`src/rtl/uart_pkg.sv`:
```
// Shared UART definitions: receiver state encoding, oversampling default and sample-tick positions.
// Pure declarations, no latency; the receiver has no backpressure.
package uart_pkg;

   typedef enum logic [2:0] {
      ST_IDLE,
      ST_START,
      ST_DATA,
      ST_STOP,
      ST_WAIT_HIGH
   } uart_state_t;

   localparam int OVERSAMPLE_DEF = 16;

   // Mid-bit samples for the majority vote, and the last tick of a bit period
   localparam int TICK_S0   = 7;
   localparam int TICK_S1   = 8;
   localparam int TICK_S2   = 9;
   localparam int TICK_LAST = 15;

   function automatic logic majority3(input logic a, input logic b, input logic c);
      return (a & b) | (a & c) | (b & c);
   endfunction

endpackage

```
`src/rtl/bit_sync.sv`:
```
// Two-flop synchronizer for one asynchronous bit; reset value is a parameter.
// Latency two clk; no backpressure.
module bit_sync #(
   parameter logic RESET_VAL = 1'b1
) (
   input  logic clk,
   input  logic reset_n,
   input  logic d,
   output logic q
);

   logic meta;

   always_ff @(posedge clk or negedge reset_n) begin
      if (!reset_n) begin
         meta <= RESET_VAL;
         q    <= RESET_VAL;
      end else begin
         meta <= d;
         q    <= meta;
      end
   end

endmodule

```
`src/rtl/uart_rx.sv`:
```
// Oversampling UART receiver (8N1 by default) with majority-vote bit sampling, framing/break detection.
// data_strobe one clk after the stop-bit mid-sample tick; no backpressure, a new byte overwrites data.
module uart_rx
   import uart_pkg::*;
#(
   parameter int OVERSAMPLE = OVERSAMPLE_DEF,
   parameter int DATA_BITS  = 8
) (
   input  logic                 clk,
   input  logic                 reset_n,
   input  logic                 baud_x16,
   input  logic                 serial,
   output logic [DATA_BITS-1:0] data,
   output logic                 data_strobe,
   output logic                 framing_error,
   output logic                 break_detect,
   output logic                 busy
);

   localparam int TW = $clog2(OVERSAMPLE);
   localparam int IW = (DATA_BITS > 1) ? $clog2(DATA_BITS) : 1;

   localparam logic [TW-1:0] T_S0   = TW'(TICK_S0);
   localparam logic [TW-1:0] T_S1   = TW'(TICK_S1);
   localparam logic [TW-1:0] T_S2   = TW'(TICK_S2);
   localparam logic [TW-1:0] T_LAST = (OVERSAMPLE == OVERSAMPLE_DEF) ? TW'(TICK_LAST)
                                                                     : TW'(OVERSAMPLE - 1);
   localparam logic [IW-1:0] IDX_LAST = IW'(DATA_BITS - 1);

   uart_state_t          state;
   logic [TW-1:0]        tick;
   logic [TW-1:0]        tick_nxt;
   logic                 tick_last;
   logic [IW-1:0]        idx;
   logic [DATA_BITS-1:0] shreg;
   logic                 samp0;
   logic                 samp1;
   logic                 rx;
   logic                 maj;

   bit_sync #(
      .RESET_VAL (1'b1)
   ) u_sync (
      .clk     (clk),
      .reset_n (reset_n),
      .d       (serial),
      .q       (rx)
   );

   // The third vote is the live synchronized line at the mid-sample tick
   assign maj       = majority3(samp0, samp1, rx);
   assign tick_last = (tick == T_LAST);
   assign tick_nxt  = tick_last ? '0 : tick + 1'b1;

   always_ff @(posedge clk or negedge reset_n) begin
      if (!reset_n) begin
         state         <= ST_IDLE;
         tick          <= '0;
         idx           <= '0;
         shreg         <= '0;
         samp0         <= 1'b0;
         samp1         <= 1'b0;
         data          <= '0;
         data_strobe   <= 1'b0;
         framing_error <= 1'b0;
         break_detect  <= 1'b0;
         busy          <= 1'b0;
      end else begin
         data_strobe   <= 1'b0;
         framing_error <= 1'b0;
         break_detect  <= 1'b0;

         if (baud_x16) begin
            if (tick == T_S0) samp0 <= rx;
            if (tick == T_S1) samp1 <= rx;

            case (state)
               ST_IDLE: begin
                  tick <= '0;
                  if (!rx) begin
                     state <= ST_START;
                     busy  <= 1'b1;
                     shreg <= '0;
                  end
               end

               ST_START: begin
                  tick <= tick_nxt;
                  if (tick == T_S2 && maj) begin
                     // Line recovered before mid-bit: treat as a glitch
                     state <= ST_IDLE;
                     busy  <= 1'b0;
                     tick  <= '0;
                  end else if (tick_last) begin
                     state <= ST_DATA;
                     idx   <= '0;
                  end
               end

               ST_DATA: begin
                  tick <= tick_nxt;
                  if (tick == T_S2) shreg[idx] <= maj;
                  if (tick_last) begin
                     if (idx == IDX_LAST) state <= ST_STOP;
                     else                 idx   <= idx + 1'b1;
                  end
               end

               ST_STOP: begin
                  tick <= tick_nxt;
                  if (tick == T_S2) begin
                     tick <= '0;
                     if (maj) begin
                        data        <= shreg;
                        data_strobe <= 1'b1;
                        state       <= ST_IDLE;
                        busy        <= 1'b0;
                     end else begin
                        framing_error <= 1'b1;
                        break_detect  <= (shreg == '0);
                        state         <= ST_WAIT_HIGH;
                     end
                  end
               end

               ST_WAIT_HIGH: begin
                  tick <= '0;
                  if (rx) begin
                     state <= ST_IDLE;
                     busy  <= 1'b0;
                  end
               end

               default: begin
                  state <= ST_IDLE;
                  busy  <= 1'b0;
                  tick  <= '0;
               end
            endcase
         end
      end
   end

endmodule

```
`config.mk`:
```
export PLATFORM = sky130hd
export DESIGN_NAME = uart_rx
export DESIGN_NICKNAME = d
export VERILOG_FILES = /design/src/rtl/uart_pkg.sv /design/src/rtl/bit_sync.sv /design/src/rtl/uart_rx.sv
export SDC_FILE = /design/constraint.sdc
export NUM_CORES = 1
export LEC_CHECK = 0
export ABC_CLOCK_PERIOD_IN_PS = 5050
export CAP_MARGIN = 20
export CORE_MARGIN = 1
export CORE_UTILIZATION = 30
export CTS_BUF_LIST = sky130_fd_sc_hd__clkbuf_16
export DETAILED_ROUTE_END_ITERATION = 10
export PLACE_DENSITY = 0.56
export SLEW_MARGIN = 20
export SYNTH_ARGS = -nofsm -noshare
export SYNTH_HDL_FRONTEND = slang
export SYNTH_SLANG_ARGS = --single-unit
```
`constraint.sdc`:
```
create_clock -name clk -period 5.05 [get_ports clk]
set_clock_uncertainty 0.15 [all_clocks]
set_input_delay 1.01 -clock clk [delete_from_list [all_inputs] [get_ports clk]]
set_output_delay 1.01 -clock clk [all_outputs]
set_load 0.05 [all_outputs]
```
After elaboration in Yosys (flattened, before gate mapping)
Index checks and enable logic that the tools add are counted.
{ "op_classes": {"add_sub_neg": 2, "eq_ne": 21, "order_cmp": 2, "reduce_logical": 13, "bitwise_logic": 6, "mux": 42} }
{ "op_table": {"columns": ["op", "count"], "rows": [
  ["$mux 3", 12],
  ["$ne 2x2->1 const B", 10],
  ["$mux 1", 18],
  ["$mux 8", 2],
  ["$pmux 8 s2", 1],
  ["$pmux 3 s5", 1],
  ["$reduce_and 7->1", 2],
  ["$eq 4x4->1 const B", 3],
  ["$mux 4", 3],
  ["$pmux 4 s3", 1],
  ["$bwmux 8", 1],
  ["$logic_not 8->1", 1],
  ["$reduce_and 4->1", 2],
  ["$eq 3x2->1 const B", 2],
  ["$eq 3x3->1 const B", 2],
  ["$pmux 3 s2", 1],
  ["$reduce_and 6->1", 1],
  ["$pmux 1 s5", 1],
  ["$add 4x1->4 const B", 1],
  ["$eq 4x3->1 const B", 1],
  ["$lt 3x4->1 const B", 1],
  ["$reduce_and 2->1", 2],
  ["$reduce_bool 2->1", 2],
  ["$add 3x1->3 const B", 1],
  ["other kinds (10)", 14]
]} }
{ "totals": {"out_inout_bits": 12, "wordCells": 99, "regBits": 34, "inputBits": 4} }

Longest topological paths before layout
{ "depth": {"ltp_word": 7, "mapped_depth": 8, "mapped_depth_nobuf": 6} }

Cells and area by module
Synthesis repeated with hierarchy kept, for this count alone.
{ "unflattened": {"hier_cells": 161, "area_unflattened_um2": 1788.0} }
{ "by_module_without_submodules": {"columns": ["module", "seq_area_each_um2", "area_each_um2", "cells_each", "n_inst"], "rows": [
  ["uart_rx", 800.8, 1735.4, 159, 1],
  ["bit_sync", 52.6, 52.6, 2, 1]
]} }

Worst setup path after synthesis
Ideal clock, no wire load.
{ "synth_path": {"path_type": "input-to-reg", "start": "in baud_x16", "end": "reg shreg[5]", "t_arrival_ns": 2.139, "cell_stages": 6, "required_time_ns": 4.808, "setup_time_ns": 0.092, "n_path_buf": 2, "slack_ns": 2.669, "path_cell_list": "nor2b_1 > buf_2 > o2111ai_2 > or3_1 > buf_6 > o31ai_2"} }
{ "synth_between": {"elab_chain_cells": 1} }
{ "synth_rtl": {"columns": ["item", "line", "source"], "rows": [
  ["from (decl)", "uart_rx.sv:11", "input logic baud_x16,"],
  ["$reduce_and 4->1 (no source line)", null, null],
  ["to (signal, indexed assignment)", "uart_rx.sv:102", "if (tick == T_S2) shreg[idx] <= maj;"],
  ["to (decl)", "uart_rx.sv:35", "logic [DATA_BITS-1:0] shreg;"]
]} }
Every way passes these cells.
A chain may end at the register's enable or synchronous reset.

Final worst setup path
Ends and elaborated chain as after synthesis.

==> flow_summary_export.csv <==
group,metric,value,unit
run_status,status,"finished, final reports clean",
critical_path,crit_arrival,3330,ps
placed_design,place_area,1910,um2
die,coreArea,5540,um2
critical_path,required,5080,ps
synthesis,synthAdderAreaFrac,0.0419,
synthesis,syn_area_per_cell,10.8,um2
placed_design,place_congestion,0.825,
clocking,cts_setup_buffers,0,
timing,rsz0062_at_grt,"no",
critical_path,critical_path.max_stage_delay,670,ps
synthesis,synthMuxAreaShare,0.0830,
die,fp.dieH,78,um
die,die-width,78,um
clocking,numCtsBuffers,5,
clocking,cts_hold_buf,0,
placed_design,io_buffers,15,
final_layout,syn_to_final_growth,19.1,%
placed_design,hpwlAfterDp,2.20,mm
synthesis,synthCells,160,
detailed_routing,wirelength,3.26,mm
critical_path,cp_top_family,"simple AND/OR/NAND/NOR gates",
synthesis,synth.ff_latch_count,34,
final_layout,fin_area,2060,um2
synthesis,synth-simple-area-share,0.116,
clocking,clk_pin_slew,50,ps
timing,hold_slack,205,ps
critical_path,path_buf_inv,1,
worst_hold_path,hold_class,"reg2reg",
clocking,cts_resized,0,
pwr,p_leak,0.977,nW
timing,period_needed,3290,ps
grt,grtUsageTotal,0.125,
synthesis,synth_nets,169,
clocking,htreeDepth,2,
clocking,cts_root_buf,"clkbuf_16",
final_layout,instances_no_fill,242,
critical_path,slowest_stage,"clkdlybuf4s50_1",
die,ioPinCount,16,
final_layout,layout_commonest_cell,"dfrtp_1",
critical_path,endpoint_kind,"flop",
die,die_area,6080,um2
final_layout,final_nets,179,
grt,antenna_found_initial,0,
timing,fin_tns_setup,0,ps
detailed_routing,drt.antenna.violating_nets,0,
synthesis,synth_top_cell_area_share,0.462,
timing,drv_slew,0,
detailed_routing,dr.pass1.iters,4,
flow_run,cap_violations,0,
clocking,cts_tree,"yes",
synthesis,netlist_area,1730,um2
detailed_routing,drcViolationCount,0,
clocking,clockBufferDepth,2,
synthesis,yosys.area.top_type,"dfrtp_1",
critical_path,cp_max_fo,11,
grt,grt_max_degree,35,
grt,gr-total-overflow,0,
critical_path,cp-start-kind,"primary input",
timing,max_slew_margin,0.664,
pwr,ir_drop,0.000151,V
timing,final-setup-viol-count,0,
detailed_routing,via_count,1247,
timing,final-hold-violation-count,0,
placed_design,place_inst,235,
pwr,power.density,415,nW/um2
final_layout,final_cell_mix,"dfrtp_1, clkdlybuf4s50_1, o21ai_0",
final_layout,diodes,0,
synthesis,synth_xor_xnor_area_share,0,
final_layout,layout-drive-gt1-share,0.112,
synthesis,synth_top_family_by_area,"compound AO/OA/AOI/OAI gates",
die,start_util,0.313,
synthesis,seq_area_frac_synth,0.492,
timing,max_freq,0.304,GHz
grt,grt_pass1_vias,1225,
synthesis,ys_top_cells_by_area,"dfrtp_1, mux2_1, o21ai_0, o41ai_2, ha_1",
critical_path,crit_chain,"clkdlybuf4s50_1 > nor2b_1 > o2111ai_2 > or3_1 > o31ai_2",
timing,worst_pin_slew,504,ps
critical_path,crit_type,"in2reg",
detailed_routing,vias_per_cell,5.15,
detailed_routing,wl_per_cell,13.5,um
clocking,clk_latency,270,ps
synthesis,synth.distinct_cells,40,
grt,grt_pass1_wl,5.87,mm
clocking,cts_sinks,34,
die,rows,27,
detailed_routing,drt_iter0_markers,126,
synthesis,yosys_warnings,0,
timing,finalCritPeriodShare,0.652,
synthesis,synth_compound_area_frac,0.202,
area by class of cell:
type | instances | area (um2)
Clock inverter | 2 | 33.8
Clock buffer | 5 | 125
Fill cell | 565 | 3480
Sequential cell | 34 | 853
Multi-Input combinational cell | 103 | 767
Timing Repair Buffer | 16 | 158
Inverter | 10 | 37.5
Tap cell | 72 | 90.1
final timing paths:
path / start / end / slack (ps) / cells after the start
worst min register to register: u_sync.meta / u_sync.q / 200 / 0
max in group asynchronous: reset_n / u_sync.meta / 3440 / 2
worst min-delay path: u_sync.meta / u_sync.q / 200 / 0
min in group asynchronous: reset_n / idx[1] / 990 / 2
worst max register to register: state[2] / shreg[5] / 2700 / 4
worst max-delay path: baud_x16 / shreg[5] / 1760 / 5
flip-flops by register name (all words and copies together), names as in the netlist, 3 cells and up:
register / flops
data: 8
idx: 3
tick: 4
state: 3
shreg: 8
cell usage after synthesis (all sizes together):
cell type	instances
buf	6
o22ai	1
a21oi	6
nand4	1
and3	4
nand2	8
o41ai	5
nor2	10
o221a	1
nand3	2
and3b	2
ha	5
a21o	2
o21ai	15
inv	10
or2	1
mux2	11
maj3	1
nor4	2
mux2i	2
a211o	1
dfrtp	32
or3b	1
a31oi	6
clkbuf	7
dfstp	2
nand2b	4
o32ai	1
nor2b	1
or3	1
nand4b	1
o2111ai	1
a22o	1
a32o	2
o31ai	4
cells by family (layout without fill, tap and decap cells):
group,Yosys count,after routing
compound gates,46,46
fa+ha+maj,6,6
buf+inv,23,33
flops,34,34
mux,13,13
simple gates,38,38
metrics by stage:
stage | util | power, mW | worst slack [ps]
final | 0.373 | 0.856 | 1760
after global routing | 0.373 | 0.909 | 1590
after CTS | 0.373 | 0.866 | 1770
after detailed placement | 0.344 | 0.530 | 1460
after global placement | 0.344 | 0.531 | 1550
after floorplan | - | 0.490 | 2670
per-layer routing:
metal / wire (um) / track usage / share of wire
met4: 54 / 0.0667 / 0.017
met2: 1470 / 0.188 / 0.45
met5: 0 / 0 / 0
met1: 1630 / 0.164 / 0.50
met3: 101 / 0.0318 / 0.031
report_power, final:
part	internal (mW)	total, mW	leakage [nW]	switching [mW]
registers	0.309	0.366	0.440	0.0570
logic	0.0675	0.159	0.460	0.0919
clock network	0.228	0.331	0.0773	0.103
Note: power is estimated with default switching activity, not from simulation.
